`config.mk`:
```
export PLATFORM = sky130hd
export DESIGN_NAME = dvs_event_fifo_fwft
export DESIGN_NICKNAME = d
export VERILOG_FILES = /design/src/rtl/dvs_event_fifo_fwft.sv
export SDC_FILE = /design/constraint.sdc
export NUM_CORES = 1
export LEC_CHECK = 0
export CAP_MARGIN = 0
export CELL_PAD_IN_SITES_DETAIL_PLACEMENT = 1
export CELL_PAD_IN_SITES_GLOBAL_PLACEMENT = 1
export CORE_MARGIN = 2
export CORE_UTILIZATION = 56
export CTS_BUF_LIST = sky130_fd_sc_hd__clkbuf_16
export CTS_CLUSTER_DIAMETER = 200
export CTS_CLUSTER_SIZE = 40
export DETAILED_ROUTE_END_ITERATION = 16
export GPL_TIMING_DRIVEN = 1
export HOLD_SLACK_MARGIN = 0.08
export PLACE_DENSITY_LB_ADDON = 0.1
export SYNTH_ARGS = -nofsm -noshare
export SYNTH_HDL_FRONTEND = slang
export SYNTH_SLANG_ARGS = --single-unit
```
`constraint.sdc`:
```
create_clock -name clk -period 13 [get_ports clk]
set_input_delay 3.25 -clock clk [delete_from_list [all_inputs] [get_ports clk]]
set_output_delay 3.25 -clock clk [all_outputs]
set_load 0.02 [all_outputs]
```
`src/rtl/dvs_event_fifo_fwft.sv`:
```
// rtl/dvs_event_fifo_fwft.sv - first-word-fall-through DVS event FIFO with drop/high-water stats
module dvs_event_fifo_fwft #(
   parameter int WIDTH        = 16,
   parameter int DEPTH        = 16,
   parameter int AFULL_THRESH = 12,
   parameter int DROP_W       = 16
) (
   input  logic                       clk,
   input  logic                       rst_n,
   input  logic                       flush,
   input  logic                       clr_stats,
   input  logic                       in_valid,
   output logic                       in_ready,
   input  logic [WIDTH-1:0]           in_data,
   output logic                       out_valid,
   input  logic                       out_ready,
   output logic [WIDTH-1:0]           out_data,
   output logic [$clog2(DEPTH):0]     level,
   output logic                       almost_full,
   output logic                       overflow,
   output logic [DROP_W-1:0]          drop_cnt,
   output logic [$clog2(DEPTH):0]     high_water
);

   localparam int AW = $clog2(DEPTH);
   localparam int PW = AW + 1;
   localparam logic [DROP_W-1:0] DROP_MAX = {DROP_W{1'b1}};

   logic [WIDTH-1:0] mem [DEPTH];
   logic [PW-1:0]    wr_ptr;
   logic [PW-1:0]    rd_ptr;
   logic [PW-1:0]    level_nxt;
   logic             empty;
   logic             full;
   logic             push;
   logic             pop;
   logic             drop;

   // Extra wrap bit distinguishes full from empty when the index bits match.
   assign empty = (wr_ptr == rd_ptr);
   assign full  = (wr_ptr[AW] != rd_ptr[AW]) && (wr_ptr[AW-1:0] == rd_ptr[AW-1:0]);

   assign in_ready    = ~full;
   assign out_valid   = ~empty;
   assign out_data    = mem[rd_ptr[AW-1:0]];
   assign level       = wr_ptr - rd_ptr;
   assign almost_full = (level >= PW'(AFULL_THRESH));

   // A flush cycle swallows any handshake and is never counted as a drop.
   assign push = in_valid & ~full & ~flush;
   assign pop  = out_ready & ~empty & ~flush;
   assign drop = in_valid & full & ~flush;

   always_comb begin
      level_nxt = level + PW'(push) - PW'(pop);
      if (flush) begin
         level_nxt = '0;
      end
   end

   always_ff @(posedge clk) begin
      if (push) begin
         mem[wr_ptr[AW-1:0]] <= in_data;
      end
   end

   always_ff @(posedge clk or negedge rst_n) begin
      if (!rst_n) begin
         wr_ptr <= '0;
         rd_ptr <= '0;
      end else if (flush) begin
         wr_ptr <= '0;
         rd_ptr <= '0;
      end else begin
         if (push) begin
            wr_ptr <= wr_ptr + PW'(1);
         end
         if (pop) begin
            rd_ptr <= rd_ptr + PW'(1);
         end
      end
   end

   always_ff @(posedge clk or negedge rst_n) begin
      if (!rst_n) begin
         overflow   <= 1'b0;
         drop_cnt   <= '0;
         high_water <= '0;
      end else begin
         overflow <= drop;
         if (clr_stats) begin
            drop_cnt   <= drop ? DROP_W'(1) : '0;
            high_water <= level_nxt;
         end else begin
            if (drop && (drop_cnt != DROP_MAX)) begin
               drop_cnt <= drop_cnt + DROP_W'(1);
            end
            if (level_nxt > high_water) begin
               high_water <= level_nxt;
            end
         end
      end
   end

endmodule

```
==> reports/qor.yml <==
status: "finished clean"
initialDrtViolationCount: 455
synth-simple-area-share_pct: 4.73
antenna_left: 0
ys.flop_type: "edfxtp_1"
drive_above_1_share_pct: 18.7
cts_buffers: 11
layout_common_cells: "edfxtp_1 (256), mux4_2 (80), clkdlybuf4s50_1 (67)"
cts_resized: 0
via_count: 6097
detail_route.first_pass.iterations: 5
cp.required_ns: 13.38
dieArea_um2: 22500
io_buffers: 67
grt_max_degree: 69
grt_first_pass_wirelength_mm: 40.3
place_ws_ns: 4.84
start_kind: "input port"
finalCritPeriodShare_pct: 58.9
wire_per_inst_um: 27.3
max_freq_mhz: 131
synth_edf_count: 256
final_util_pct: 63.7
final_common_cell: "edfxtp_1"
avgSynthCellArea_um2: 19.2
rsz0062_at_grt: "no"
rrSetupSlack_ns: 7.28
wl_mm: 26.5
dieWidth_um: 150
ys_seq_area_share_pct: 71.1
tns_ns: 0
placementRows: 53
async_flop_share_pct: 11.1
setup_viol: 0
drc_errors: 0
slew_headroom_pct: 25.5
synth.area.mux_share_pct: 15.9
cts_sinks: 288
timing.rr.start: "rd_ptr[1]"
overflow: 0
vdd.ir_drop.worst_mv: 0.104
cts.path.max_buffers: 3
hp-start: "high_water[3]"
insertion_delay_ns: 0.49
crit_fanout: 19
cts_setup_buffers: 0
fin_hold_ws_ns: 0.545
start_util_pct: 57.0
place.detailed.hpwl_mm: 16.2
powerDensity_nw_per_um2: 141
power.leakage_nw: 4.30
end_kind: "flop"
synth_xor_area_share_pct: 0.880
hold_viol_final: 0
path_class: "input port to flop"
h-tree-depth: 1
whs_endpoint: "high_water[3]"
drv_cap: 0
finClkSkew_ns: 0.0532
routed_via_density: 6.29
gp_congestion: 0.778
ctsHoldBuffers: 0
final_max_slew_viol_count: 0
r2r-end: "high_water[2]"
synth_top_family_by_area: "multiplexers"
hold_depth: 1
hp-class: "flop to flop"
min_period_ns: 7.66
tritoncts: "yes"
synth_seq_cells: 288
synth_cell_types: 50
clk_pin_slew_ns: 0.13
grt_pass1_vias: 6625
syn_area_um2: 11900
final_nets: 737
io_pins: 68
ys_warn_count: 0
reg2reg_depth: 20
die_y_um: 150
synthAdderAreaFrac_pct: 2.64
syn_to_final_growth_pct: 11.7
fp.coreArea_um2: 21000
syn_nets: 667
clockRootBuffer: "clkbuf_16"
grt_use_total_pct: 24.4
fin_ws_ns: 5.34
power_mw: 1.88
max_slew.worst_pin.slew_ns: 1.11
n_antenna_cell: 0
synth_compound_area_share_pct: 2.96
fillers: 1800
netlist_instances: 621
arrival_ns: 8.04
antenna_found_initial: 0
worst max-delay path: stages:
cell             delay, ns
clkdlybuf4s50_1       0.79
nand2b_1              0.36
a21oi_1               0.30
inv_1                 0.12
ha_1                  0.29
inv_1                 0.05
ha_1                  0.16
inv_1                 0.06
fa_1                  0.38
nor2b_1               0.15
o21ai_0               0.12
a21boi_0              0.32
nor3_1                0.11
ha_1                  0.35
a211oi_1              0.31
o221a_1               0.30
or2_1                 0.25
mux2_1                0.36
stage by stage:
| stage | cells | cell area (um^2) |
|---|---|---|
| 2_1_floorplan | 621 | 11900 |
| 3_3_place_gp | 953 | 13000 |
| 3_5_place_dp | 953 | 13000 |
| 4_1_cts | 970 | 13300 |
| 5_1_grt | 970 | 13300 |
| 6_report | 970 | 13300 |
flip-flops by register name (all words and copies together) (netlist names):
name and cells:
mem 256, drop_cnt 16, high_water 5, rd_ptr 5, wr_ptr 5, overflow 1
cell type report:
| cell class | instances | area (um^2) | share of cell area, % |
|---|---|---|---|
| clock buffers | 11 | 275 | 2.06 |
| inverters | 22 | 82.6 | 0.619 |
| multi-input cells | 281 | 3280 | 24.6 |
| well taps | 275 | 344 | 2.58 |
| flip-flops and latches | 288 | 8490 | 63.7 |
| clock inverters | 6 | 48.8 | 0.366 |
| repair buffers | 87 | 821 | 6.15 |
cells by family (layout without fill, tap and decap cells):
kind of cell / count (synthesis) / in the layout
AOI/OAI and AO/OA: 53 / 53
xor gates and xnor gates: 12 / 12
adders and majority gates: 24 / 24
buffers and inverters: 52 / 126
DFF: 288 / 288
muxes: 89 / 89
and+or+nand+nor: 103 / 103
report_power, final:
part | total (mW) | internal [mW] | switching, mW
Clock | 0.425 | 0.161 | 0.263
Combinational | 0.410 | 0.209 | 0.202
Sequential | 1.04 | 1.02 | 0.0229
worst max path at each step:
stage / from / end / slack, ns / cells past startpoint
2_1_floorplan: flush / high_water[1] / 6.25 / 19
3_3_place_gp: flush / high_water[1] / 5.29 / 18
3_5_place_dp: flush / high_water[2] / 4.84 / 18
4_1_cts: flush / high_water[2] / 5.37 / 18
5_1_grt: flush / high_water[2] / 4.88 / 18
6_report: flush / high_water[2] / 5.34 / 18
Yosys cell counts, types with 6 or more instances:
master | count | area share (%)
a21oi_1 | 15 | 0.63
buf_1 | 7 | 0.22
edfxtp_1 | 256 | 64
nand4_1 | 7 | 0.37
mux2_1 | 6 | 0.57
o31ai_1 | 6 | 0.38
o21ai_0 | 7 | 0.29
nor2_1 | 26 | 0.82
nor3_1 | 6 | 0.25
clkbuf_1 | 14 | 0.44
inv_1 | 20 | 0.63
xor2_1 | 7 | 0.51
ha_1 | 22 | 2.3
and4_1 | 6 | 0.44
nand2_1 | 17 | 0.53
nand3_1 | 6 | 0.25
nor2b_1 | 6 | 0.31
buf_2 | 7 | 0.29
mux4_2 | 80 | 15
dfrtp_1 | 32 | 6.7
or4_1 | 9 | 0.57
routing by layer:
| layer | wire length [um] | up-vias | global-route usage, % |
|---|---|---|---|
| met2 | 14000 | 162 | 43.1 |
| met1 | 11200 | 3258 | 34.1 |
| met4 | 431 | 0 | 4.43 |
| met5 | 0 | - | 0 |
| li1 | - | 2648 | - |
| met3 | 928 | 29 | 2.07 |
(Power assumes the default switching activity.)
